**config.mk**
```make
export PLATFORM = sky130hd
export DESIGN_NAME = mips_div_flat
export DESIGN_NICKNAME = d
export VERILOG_FILES = /design/src/rtl/mips_div_pkg.sv /design/src/rtl/mips_div_if.sv /design/src/rtl/mips_div_step.sv /design/src/rtl/mips_div.sv /design/src/flat_wrapper.sv
export SDC_FILE = /design/constraint.sdc
export NUM_CORES = 1
export LEC_CHECK = 0
export ABC_AREA = 1
export CAP_MARGIN = 30
export CORE_ASPECT_RATIO = 1.4
export CORE_MARGIN = 5
export CORE_UTILIZATION = 49
export CTS_CLUSTER_SIZE = 20
export DETAILED_ROUTE_END_ITERATION = 10
export GPL_TIMING_DRIVEN = 0
export PLACE_DENSITY = 0.7
export SKIP_CTS_REPAIR_TIMING = 1
export SYNTH_ARGS = -nofsm -noshare
export SYNTH_HDL_FRONTEND = slang
export SYNTH_SLANG_ARGS = --single-unit
```
**constraint.sdc**
```tcl
create_clock -name clk -period 11.2 [get_ports clk]
set_clock_uncertainty 0.1 [all_clocks]
set_input_delay 1.12 -clock clk [delete_from_list [all_inputs] [get_ports clk]]
set_output_delay 1.12 -clock clk [all_outputs]
set_load 0.005 [all_outputs]
```
**src/rtl/mips_div_pkg.sv**
```systemverilog
// Shared divider defines: FSM encoding, iteration count
// and the DIV/DIVU ALU control codes.
package mips_div_pkg;

    localparam logic [7:0] EXE_DIV_OP  = 8'b0001_1010;
    localparam logic [7:0] EXE_DIVU_OP = 8'b0001_1011;

    localparam int DIV_ITER = 32;

    typedef enum logic [1:0] {
        DIV_IDLE = 2'b00,
        DIV_ZERO = 2'b01,
        DIV_ON   = 2'b10,
        DIV_END  = 2'b11
    } divState_t;

endpackage

```
**src/rtl/mips_div_if.sv**
```systemverilog
// Divide-start handshake between the execute stage
// (master) and the divider (slave).
interface mips_div_if;
    logic        start_i;
    logic        signed_i;
    logic [31:0] opdata1_i;
    logic [31:0] opdata2_i;
    logic        annul_i;
    logic [63:0] result_o;
    logic        ready_o;

    modport master (
        output start_i, signed_i, opdata1_i,
        output opdata2_i, annul_i,
        input  result_o, ready_o
    );

    modport slave (
        input  start_i, signed_i, opdata1_i,
        input  opdata2_i, annul_i,
        output result_o, ready_o
    );
endinterface

```
**src/rtl/mips_div_step.sv**
```systemverilog
// One restoring radix-2 iteration on the 65-bit
// {partial remainder, quotient} register.
module div_step (
    input  logic [64:0] work,
    input  logic [31:0] divisor,
    output logic [64:0] workOut
);
    logic [64:0] sh;
    logic [32:0] diff;

    assign sh   = work << 1;
    assign diff = sh[64:32] - {1'b0, divisor};

    // Sign bit of the 33-bit trial difference decides restore.
    assign workOut = diff[32] ? sh
                              : {diff, sh[31:0] | 32'd1};
endmodule

```
**src/rtl/mips_div.sv**
```systemverilog
// Multi-cycle 32-bit divider: FSM, sign handling, counter.
// Result is {remainder, quotient} with a one-cycle ready.
module mips_div
    import mips_div_pkg::*;
(
    input  logic       clk,
    input  logic       resetn,
    mips_div_if.slave  div
);
    divState_t   state, stateNxt;
    logic [5:0]  cnt, cntNxt;
    logic [64:0] work, workNxt, stepOut;
    logic [31:0] dvsr, dvsrNxt;
    logic        negQuo, negQuoNxt;
    logic        negRem, negRemNxt;
    logic [63:0] result, resultNxt;
    logic        ready, readyNxt;
    logic [31:0] mag1, mag2, quo, rem;

    assign mag1 = (div.signed_i && div.opdata1_i[31])
                ? -div.opdata1_i : div.opdata1_i;
    assign mag2 = (div.signed_i && div.opdata2_i[31])
                ? -div.opdata2_i : div.opdata2_i;

    div_step u_step (
        .work    (work),
        .divisor (dvsr),
        .workOut (stepOut)
    );

    assign quo = negQuo ? -stepOut[31:0]  : stepOut[31:0];
    assign rem = negRem ? -stepOut[63:32] : stepOut[63:32];

    always_comb begin
        stateNxt  = state;
        cntNxt    = cnt;
        workNxt   = work;
        dvsrNxt   = dvsr;
        negQuoNxt = negQuo;
        negRemNxt = negRem;
        resultNxt = result;
        readyNxt  = 1'b0;
        case (state)
            DIV_IDLE: begin
                if (div.start_i && !div.annul_i) begin
                    workNxt   = {33'b0, mag1};
                    dvsrNxt   = mag2;
                    cntNxt    = 6'd0;
                    negQuoNxt = div.signed_i &
                        (div.opdata1_i[31] ^ div.opdata2_i[31]);
                    negRemNxt = div.signed_i & div.opdata1_i[31];
                    stateNxt  = (div.opdata2_i == 32'd0)
                              ? DIV_ZERO : DIV_ON;
                end
            end
            DIV_ZERO: begin
                if (div.annul_i) begin
                    stateNxt = DIV_IDLE;
                end else begin
                    stateNxt  = DIV_END;
                    resultNxt = 64'h0;
                    readyNxt  = 1'b1;
                end
            end
            DIV_ON: begin
                if (div.annul_i) begin
                    stateNxt = DIV_IDLE;
                end else begin
                    workNxt = stepOut;
                    cntNxt  = cnt + 6'd1;
                    // Last iteration: correct signs and deliver.
                    if (cnt == 6'(DIV_ITER - 1)) begin
                        stateNxt  = DIV_END;
                        resultNxt = {rem, quo};
                        readyNxt  = 1'b1;
                    end
                end
            end
            DIV_END:  stateNxt = DIV_IDLE;
            default:  stateNxt = DIV_IDLE;
        endcase
    end

    always_ff @(posedge clk or negedge resetn) begin
        if (!resetn) begin
            state  <= DIV_IDLE;
            cnt    <= 6'd0;
            work   <= 65'd0;
            dvsr   <= 32'd0;
            negQuo <= 1'b0;
            negRem <= 1'b0;
            result <= 64'h0;
            ready  <= 1'b0;
        end else begin
            state  <= stateNxt;
            cnt    <= cntNxt;
            work   <= workNxt;
            dvsr   <= dvsrNxt;
            negQuo <= negQuoNxt;
            negRem <= negRemNxt;
            result <= resultNxt;
            ready  <= readyNxt;
        end
    end

    assign div.result_o = result;
    assign div.ready_o  = ready;
endmodule

```
**src/flat_wrapper.sv**
```systemverilog
// flat-port wrapper written by rule: the top's interface ports become plain ports
module mips_div_flat import mips_div_pkg::*;
  (clk, resetn, div_start_i, div_signed_i, div_opdata1_i, div_opdata2_i, div_annul_i, div_result_o, div_ready_o);
  mips_div_if div_i ();
  input  logic clk;
  input  logic resetn;
  input wire logic [$bits(div_i.start_i)-1:0] div_start_i;
  input wire logic [$bits(div_i.signed_i)-1:0] div_signed_i;
  input wire logic [$bits(div_i.opdata1_i)-1:0] div_opdata1_i;
  input wire logic [$bits(div_i.opdata2_i)-1:0] div_opdata2_i;
  input wire logic [$bits(div_i.annul_i)-1:0] div_annul_i;
  output wire logic [$bits(div_i.result_o)-1:0] div_result_o;
  output wire logic [$bits(div_i.ready_o)-1:0] div_ready_o;
  assign div_i.start_i = div_start_i;
  assign div_i.signed_i = div_signed_i;
  assign div_i.opdata1_i = div_opdata1_i;
  assign div_i.opdata2_i = div_opdata2_i;
  assign div_i.annul_i = div_annul_i;
  assign div_result_o = div_i.result_o;
  assign div_ready_o = div_i.ready_o;
  mips_div u_core (.clk(clk), .resetn(resetn), .div(div_i));
endmodule
```
==> results of run 1 <==
metrics by stage:
step / cells / setup slack (ns) / area (sq um) / hold slack, ns / power [mW]
5_1_grt: 2423 / 5.472 / 15230 / 0.4023 / 5.372
6_report: 2423 / 5.834 / 15230 / 0.3794 / 4.917
2_1_floorplan: 1933 / 7.147 / 12860 / 0.3530 / 3.326
3_3_place_gp: 2390 / 1.668 / 14600 / 0.3651 / 4.220
4_1_cts: 2423 / 5.939 / 15230 / 0.3842 / 4.903
3_5_place_dp: 2391 / 5.965 / 14630 / 0.3646 / 4.265
final timing paths:
kind	startpoint	end	slack, ns	cells after the start
worst max-delay path	u_core.work[53]	u_core.div.result_o[24]	5.83	25
worst min-delay path	u_core.div.result_o[59]	u_core.div.result_o[59]	0.38	2
worst max register to register	u_core.work[53]	u_core.div.result_o[24]	5.83	25
worst min register to register	u_core.div.result_o[59]	u_core.div.result_o[59]	0.38	2
max in group asynchronous	resetn	u_core.work[47]	9.53	2
min in group asynchronous	resetn	u_core.div.result_o[5]	0.48	1
registers in the layout, summed over array words and instances, names as in the netlist:
name	count
u_core.cnt	6
u_core.div.ready_o	1
u_core.div.result_o	64
u_core.dvsr	32
u_core.negQuo	1
u_core.negRem	1
u_core.state	2
u_core.work	64
layout by cell type (no fill, tap or decap), drive strengths merged, types with 67 or more instances in the layout:
cell type / count
clkdlybuf4s50: 132
a21oi: 99
nor2: 173
dfrtp: 171
inv: 254
clkbuf: 67
o21ai: 188
nand3: 111
nand2: 624
where the power goes:
| part | internal, mW | total (mW) | switching (mW) | leakage, nW |
|---|---|---|---|---|
| clock | 0.341 | 0.623 | 0.281 | 0.294 |
| sequential | 0.796 | 0.981 | 0.185 | 2.24 |
| combinational | 1.04 | 3.31 | 2.28 | 4.99 |
| total | 2.17 | 4.92 | 2.74 | 7.52 |
layout make-up:
cell class / instances / area (sq um)
clock buffers: 19 / 442.9
clock inverters: 13 / 155.1
fillers: 2599 / 10780
inverters: 249 / 934.6
well taps: 324 / 405.4
flip-flops and latches: 171 / 4279
multi-input cells: 1451 / 7335
repair buffers: 134 / 1364
plain buffers: 62 / 315.3
Yosys cell counts, types with 4 or more instances:
cell type	number
sky130_fd_sc_hd__a21oi_1	95
sky130_fd_sc_hd__clkbuf_1	48
sky130_fd_sc_hd__dfrtp_1	171
sky130_fd_sc_hd__ha_1	40
sky130_fd_sc_hd__inv_1	242
sky130_fd_sc_hd__inv_2	6
sky130_fd_sc_hd__nand2_1	582
sky130_fd_sc_hd__nand2_2	34
sky130_fd_sc_hd__nand2_4	8
sky130_fd_sc_hd__nand3_1	104
sky130_fd_sc_hd__nand3_2	7
sky130_fd_sc_hd__nand3b_1	6
sky130_fd_sc_hd__nand4_1	19
sky130_fd_sc_hd__nor2_1	158
sky130_fd_sc_hd__nor2_2	13
sky130_fd_sc_hd__nor3_1	35
sky130_fd_sc_hd__nor4_1	15
sky130_fd_sc_hd__o211ai_1	10
sky130_fd_sc_hd__o21ai_0	172
sky130_fd_sc_hd__o21ai_1	11
sky130_fd_sc_hd__o21ai_2	4
sky130_fd_sc_hd__o21bai_1	5
sky130_fd_sc_hd__o22ai_1	25
sky130_fd_sc_hd__o31ai_1	5
sky130_fd_sc_hd__xnor2_1	24
sky130_fd_sc_hd__xor2_1	40
layer usage:
metal	GRT usage	vias up
met2	0.5708	381
met1	0.3152	6234
met4	0.1805	0
met5	0	-
met3	0.03221	127
li1	-	6573
logic make-up (layout without fill, tap and decap cells):
kind of cell	Yosys count	in the layout	synth area share
adder cells (fa/ha/maj)	41	41	0.04046
buffers and inverters	311	477	0.09717
AO/OA/AOI/OAI	355	355	0.1543
AND/OR/NAND/NOR	991	991	0.3319
XOR/XNOR	64	64	0.04358
flip-flops	171	171	0.3327
tightest hold or removal path: cells and delay by family (launching register included):
family	cells	cell delay (ns)
and+or+nand+nor	2	0.10
DFF	1	0.35
==> metrics.md, run 1 <==
| Metric | Value |
|---|---|
| Status | `finished clean` |
| Largest buffer count on any clock path | `2` |
| Clock transition at the registers of the reported paths | `0.07 ns` |
| Synthesis warning total | `0` |
| CP endpoint kind | `flip-flop` |
| Clock Tree Root | `sky130_fd_sc_hd__clkbuf_16` |
| Maximum capacitance violations | `0` |
| Primary flip-flop cell chosen by synthesis mapping | `sky130_fd_sc_hd__dfrtp_1` |
| Synth Register Bits | `about 170` |
| Share of synthesized registers carrying an async set or reset | `1.000` |
| Min Clock Period, post-route | `5.366 ns` |
| Number of iterations in the first detailed-routing pass | `6` |
| Wire length per cell after detailed routing | `between 15 and 20 um` |
| Clock tree from TritonCTS | `done` |
| Floorplan die area | `29640 sq um` |
| Total wire length after detailed routing | `44290 um` |
| WL met3 | `1597 um` |
| Synthesized netlist net count | `just over 2000` |
| Number of pins exceeding their max-slew limit in the final report | `0` |
| Final RePlAce weighted congestion | `roughly 0.96` |
| Highest metal layer with signal wires | `met4` |
| Row count | `70` |
| Final global-route overflow total | `0` |
| Class of the most critical hold timing path | `flip-flop to flip-flop` |
| Setup TNS | `0 ns` |
| Area of the core | `around 26000 sq um` |
| Total via count after detailed routing | `roughly 13000` |
| VDD IR-drop max | `191.4 uV` |
| Clock buffers created by TritonCTS | `17` |
| Antenna violations before repair | `0` |
| Overall routing resource usage | `0.3010` |
| Synth Instances | `~1900` |
| Post-synthesis cell area | `12860 sq um` |
| Global-route wire length before repair | `70490 um` |
| Most frequent cell on the critical path | `sky130_fd_sc_hd__nand2_1` |
| Post-Syn Area per Cell | `about 6.7 sq um` |
| Via count of the first global-routing pass | `13542` |
| Leakage component of the power | `between 7 and 8 nW` |
| Insertion delay to the later sink of the worst-skew pair | `0.45 ns` |
| Maximum cell stage delay along the critical path | `around 0.47 ns` |
| Port Buf Inserts | `133` |
| Residual DRC | `0` |
| Data required time at the worst endpoint | `about 11 ns` |
| Cell type contributing the most total cell area after synthesis | `sky130_fd_sc_hd__dfrtp_1` |
| Post-synthesis to final-layout area growth | `18.40%` |
| Initial standard-cell utilization of the core | `0.4945` |
| Detailed Route Iter0 Violations | `772` |
| Critical path's slowest cell | `sky130_fd_sc_hd__dfrtp_1` |
| Number of failing setup endpoints in the final timing report | `0` |
| Yosys cell types | `56` |
| Maximum number of pins on one net before global-route repair | `116` |
| Highest clock frequency the design can meet | `between 0.15 and 0.2 GHz` |
| Final Cycle Share | `0.4791` |
| Number of sinks on the clock net | `171` |
| Slew headroom | `0.4487` |
| Type of origin of the critical path | `flip-flop` |
| Total buffers and inverters traversed by the critical path | `5` |
| Class of the most critical setup path | `flip-flop to flip-flop` |
| Power density relative to cell area | `322.8 nW/um^2` |
| Count of inserted antenna diode cells | `0` |
| WL met1 | `16100 um` |
| Number of H-tree branching levels | `4` |
| Cell family with the largest share of critical-path delay | `simple AND/OR/NAND/NOR gates` |
| Transition at the pin with the smallest max-transition slack | `0.8269 ns` |
| Half-perimeter wire length after placement | `35480 um` |
| Final core area utilization | `0.5855` |
| Width of the die | `146.9 um` |
| Top-level I/O count | `134` |
| Hold Violations, Final | `0` |
| Routed length on met2 | `23680 um` |
| Number of enable flip-flop cells after synthesis | `0` |
| Top post-synthesis cells by area | `sky130_fd_sc_hd__dfrtp_1 (33%), sky130_fd_sc_hd__nand2_1 (17%), sky130_fd_sc_hd__inv_1 (7.1%), sky130_fd_sc_hd__o21ai_0 (6.7%), sky130_fd_sc_hd__nor2_1 (4.6%)` |
| Share of cells above drive strength 1 | `0.06003` |
| Crit Path Max Fanout | `10` |
| Residual antenna-violating net count after detailed routing | `0` |
| Setup repair after global routing missed its margin | `false` |
| Seq/Total Area, Yosys | `0.3327` |
| Share of Yosys cell area claimed by the top area cell type | `0.3327` |
| Die H | `201.7 um` |
| Nets | `2196` |
| Average via count per standard cell | `5.495` |
| Worst EP arrival | `5.62 ns` |
Power figures use the tool's default switching activity.
==> run 2, diff against run 1 <==
- clock period: 11.2 -> 5.5 ns (I/O delays scaled with it)
==> run 2 against run 1 <==
Effect of this change: utilization is 0.077 points higher; final area is 0.13% higher; critical path depth is 2 higher; sequential power is 100% higher; critical path type unchanged; critical endpoint is now u_core.div.result_o[28].
==> metrics.md, run 2 (synthesized netlist as in run 1, its figures left out) <==
| Metric | Value |
|---|---|
| Wire length per cell after detailed routing | `18.33 um (+0.28%)` |
| Antenna violations before repair | `0 (unchanged)` |
| Layout fillers | `2597 (-0.077%)` |
| Clock tree from TritonCTS | `done` |
| Insertion delay to the later sink of the worst-skew pair | `0.45 ns (about the same)` |
| Worst EP arrival | `5.39 ns (-0.23 ns)` |
| Setup repair after global routing missed its margin | `false` |
| Internal Dissipation | `4.429 mW (+100%)` |
| Launch point of the critical path | `u_core.work[53]` |
| Met2 track demand over resource | `0.5708 (unchanged)` |
| Proportion of total power due to net switching | `0.5582 (about the same)` |
| Share of cells above drive strength 1 | `0.06095 (+0.0009238)` |
| Highest-utilization routing layer at the global route stage | `met2` |
| Detailed Route Iter0 Violations | `800 (+3.6%)` |
| Final Cycle Share | `0.9310 (+0.4520)` |
| Residual antenna-violating net count after detailed routing | `0 (unchanged)` |
| Slew headroom | `0.4340 (-0.01477)` |
| Most common library cell in the layout ignoring fill and taps | `sky130_fd_sc_hd__nand2_1` |
| GR Layer Usage met3 | `0.03221 (unchanged)` |
| Global-route wire length before repair | `70490 um (unchanged)` |
| Crit Path Max Fanout | `10 (unchanged)` |
| Hold Startpoint | `u_core.div.result_o[59]` |
| Pre-CTS WS | `0.2655 ns (-5.700 ns)` |
| Highest clock frequency the design can meet | `0.1953 GHz (+4.8%)` |
| Number of H-tree branching levels | `4 (unchanged)` |
| Floorplan die area | `29640 sq um (unchanged)` |
| Most used cells in the layout excluding fill and tap cells | `sky130_fd_sc_hd__nand2_1 (582), sky130_fd_sc_hd__inv_1 (242), sky130_fd_sc_hd__o21ai_0 (172)` |
| Power density relative to cell area | `657.4 nW/um^2 (+100%)` |
| Maximum capacitance violations | `0 (unchanged)` |
| Class of the most critical setup path | `flip-flop to flip-flop` |
| Met1 layer usage reported by global route | `0.3152 (unchanged)` |
| Number of sinks on the clock net | `171 (unchanged)` |
| Post-synthesis to final-layout area growth | `18.56%` |
| Count of inserted antenna diode cells | `0 (unchanged)` |
| Die H | `201.7 um (unchanged)` |
| Proportion of power drawn by flip-flops and latches | `0.199 (about the same)` |
| Switching power total | `5.597 mW (+100%)` |
| Class of the most critical hold timing path | `flip-flop to flip-flop` |
| Startpoint of the lowest-slack register-to-register path | `u_core.work[53]` |
| Total via count after detailed routing | `13344 (+0.22%)` |
| Maximum number of pins on one net before global-route repair | `116 (unchanged)` |
| Total wire length after detailed routing | `44430 um (+0.32%)` |
| Hold Violations, Final | `0 (unchanged)` |
| Leakage component of the power | `7.526 nW (+0.10%)` |
| Type of origin of the critical path | `flip-flop` |
| Average via count per standard cell | `5.505 (+0.18%)` |
| Clock Tree Root | `sky130_fd_sc_hd__clkbuf_16` |
| Number of iterations in the first detailed-routing pass | `6 (unchanged)` |
| Largest buffer count on any clock path | `2 (unchanged)` |
| Nets | `2197 (+0.046%)` |
| Final-layout worst hold slack | `0.3776 ns (-0.001827 ns)` |
| Number of failing setup endpoints in the final timing report | `0 (unchanged)` |
| Top-level I/O count | `134 (unchanged)` |
| Overall routing resource usage | `0.3010 (unchanged)` |
| Clock buffers created by TritonCTS | `17 (unchanged)` |
| VDD IR-drop max | `389.1 uV (+100%)` |
| Via count of the first global-routing pass | `13542 (unchanged)` |
| Initial standard-cell utilization of the core | `0.4945 (unchanged)` |
| Clock transition at the registers of the reported paths | `0.07 ns (about the same)` |
| Area of the core | `26010 sq um (unchanged)` |
| Half-perimeter wire length after placement | `35480 um (unchanged)` |
| Row count | `70 (unchanged)` |
| Transition at the pin with the smallest max-transition slack | `0.8459 ns (+0.01903 ns)` |
| Final core area utilization | `0.5863 (+0.0007690)` |
| Port Buf Inserts | `133 (unchanged)` |
| Width of the die | `146.9 um (unchanged)` |
| CP endpoint kind | `flip-flop` |
| Status | `finished clean` |
| Combinational share of power | `0.674 (about the same)` |
| Proportion of power drawn by the clock network | `0.127 (about the same)` |
| Min Clock Period, post-route | `5.121 ns (-0.2450 ns)` |
| Final RePlAce weighted congestion | `0.9618 (unchanged)` |
| Residual DRC | `0 (unchanged)` |
| Final global-route overflow total | `0 (unchanged)` |
| Data required time at the worst endpoint | `5.77 ns (-5.69 ns)` |
| Post-route setup slack | `0.3794 ns (-5.455 ns)` |
| Number of pins exceeding their max-slew limit in the final report | `0 (unchanged)` |
| Setup TNS | `0 ns (unchanged)` |
[run 2: cell count changes in the layout (fill, tap and decap cells not counted)]
| cell | delta |
|---|---|
| sky130_fd_sc_hd__nor3_2 | +2 |
| sky130_fd_sc_hd__nor3_1 | -2 |
| sky130_fd_sc_hd__dlygate4sd3_1 | +1 |
[run 2: final timing paths]
check / end / slack (ns) / cells after the start
setup / recovery: u_core.div.result_o[28] / 0.38 / 27
hold reg to reg: u_core.div.result_o[59] / 0.38 / 2
min in group asynchronous: u_core.work[5] / 0.50 / 2
hold / removal: u_core.div.result_o[59] / 0.38 / 2
setup reg to reg: u_core.div.result_o[28] / 0.38 / 27
max in group asynchronous: u_core.div.result_o[42] / 3.78 / 3
[run 2: cell type report]
type	count	area [sq um]	area share
Inverter	249	934.6	0.06128
Clock buffer	19	442.9	0.02904
Clock inverter	13	155.1	0.01017
Multi-Input combinational cell	1451	7345	0.4816
Timing Repair Buffer	135	1374	0.09008
Tap cell	324	405.4	0.02658
Sequential cell	171	4279	0.2806
Buffer	62	315.3	0.02067
[run 2: power groups by stage]
stage | clock network, mW | logic [mW] | registers, mW
2_1_floorplan | 0 | 4.93 | 1.85
3_3_place_gp | 0 | 6.59 | 2.00
3_5_place_dp | 0 | 6.68 | 2.00
4_1_cts | 1.28 | 6.72 | 1.98
5_1_grt | 1.33 | 7.59 | 2.03
6_report | 1.27 | 6.76 | 2.00
[run 2: worst max-delay path: stages (launching register included)]
cell and delay, ns:
sky130_fd_sc_hd__dfrtp_1 0.47, sky130_fd_sc_hd__ha_1 0.41, sky130_fd_sc_hd__nand2_1 0.14, sky130_fd_sc_hd__inv_1 0.07, sky130_fd_sc_hd__a21oi_2 0.18, sky130_fd_sc_hd__nand2_1 0.11, sky130_fd_sc_hd__a21oi_2 0.30, sky130_fd_sc_hd__nand3_2 0.27
sky130_fd_sc_hd__nand2_4 0.17, sky130_fd_sc_hd__buf_8 0.16, sky130_fd_sc_hd__buf_8 0.16, sky130_fd_sc_hd__ha_1 0.19, sky130_fd_sc_hd__inv_1 0.07, sky130_fd_sc_hd__nor3_2 0.24, sky130_fd_sc_hd__nand3_1 0.15, sky130_fd_sc_hd__nor2_1 0.11
sky130_fd_sc_hd__nand2_1 0.11, sky130_fd_sc_hd__nor3_2 0.26, sky130_fd_sc_hd__nand3_1 0.14, sky130_fd_sc_hd__nand2_1 0.24, sky130_fd_sc_hd__nand2_1 0.15, sky130_fd_sc_hd__nor2_2 0.21, sky130_fd_sc_hd__inv_1 0.10, sky130_fd_sc_hd__a21oi_1 0.18
sky130_fd_sc_hd__nand2_1 0.10, sky130_fd_sc_hd__nand2_1 0.06, sky130_fd_sc_hd__nand2_1 0.05, sky130_fd_sc_hd__o21ai_1 0.14
[run 2: metrics by stage]
stage	power [mW]	cell area, sq um	instances
2_1_floorplan	6.773	12860	1933
3_3_place_gp	8.594	14600	2390
3_5_place_dp	8.685	14630	2391
4_1_cts	9.985	15230	2423
5_1_grt	10.95	15250	2424
6_report	10.03	15250	2424
[run 2: layer usage]
metal	share of wire	vias to the layer above
li1	-	6573
met1	0.36	6243
met2	0.53	402
met3	0.037	126
met4	0.067	0
met5	0	-
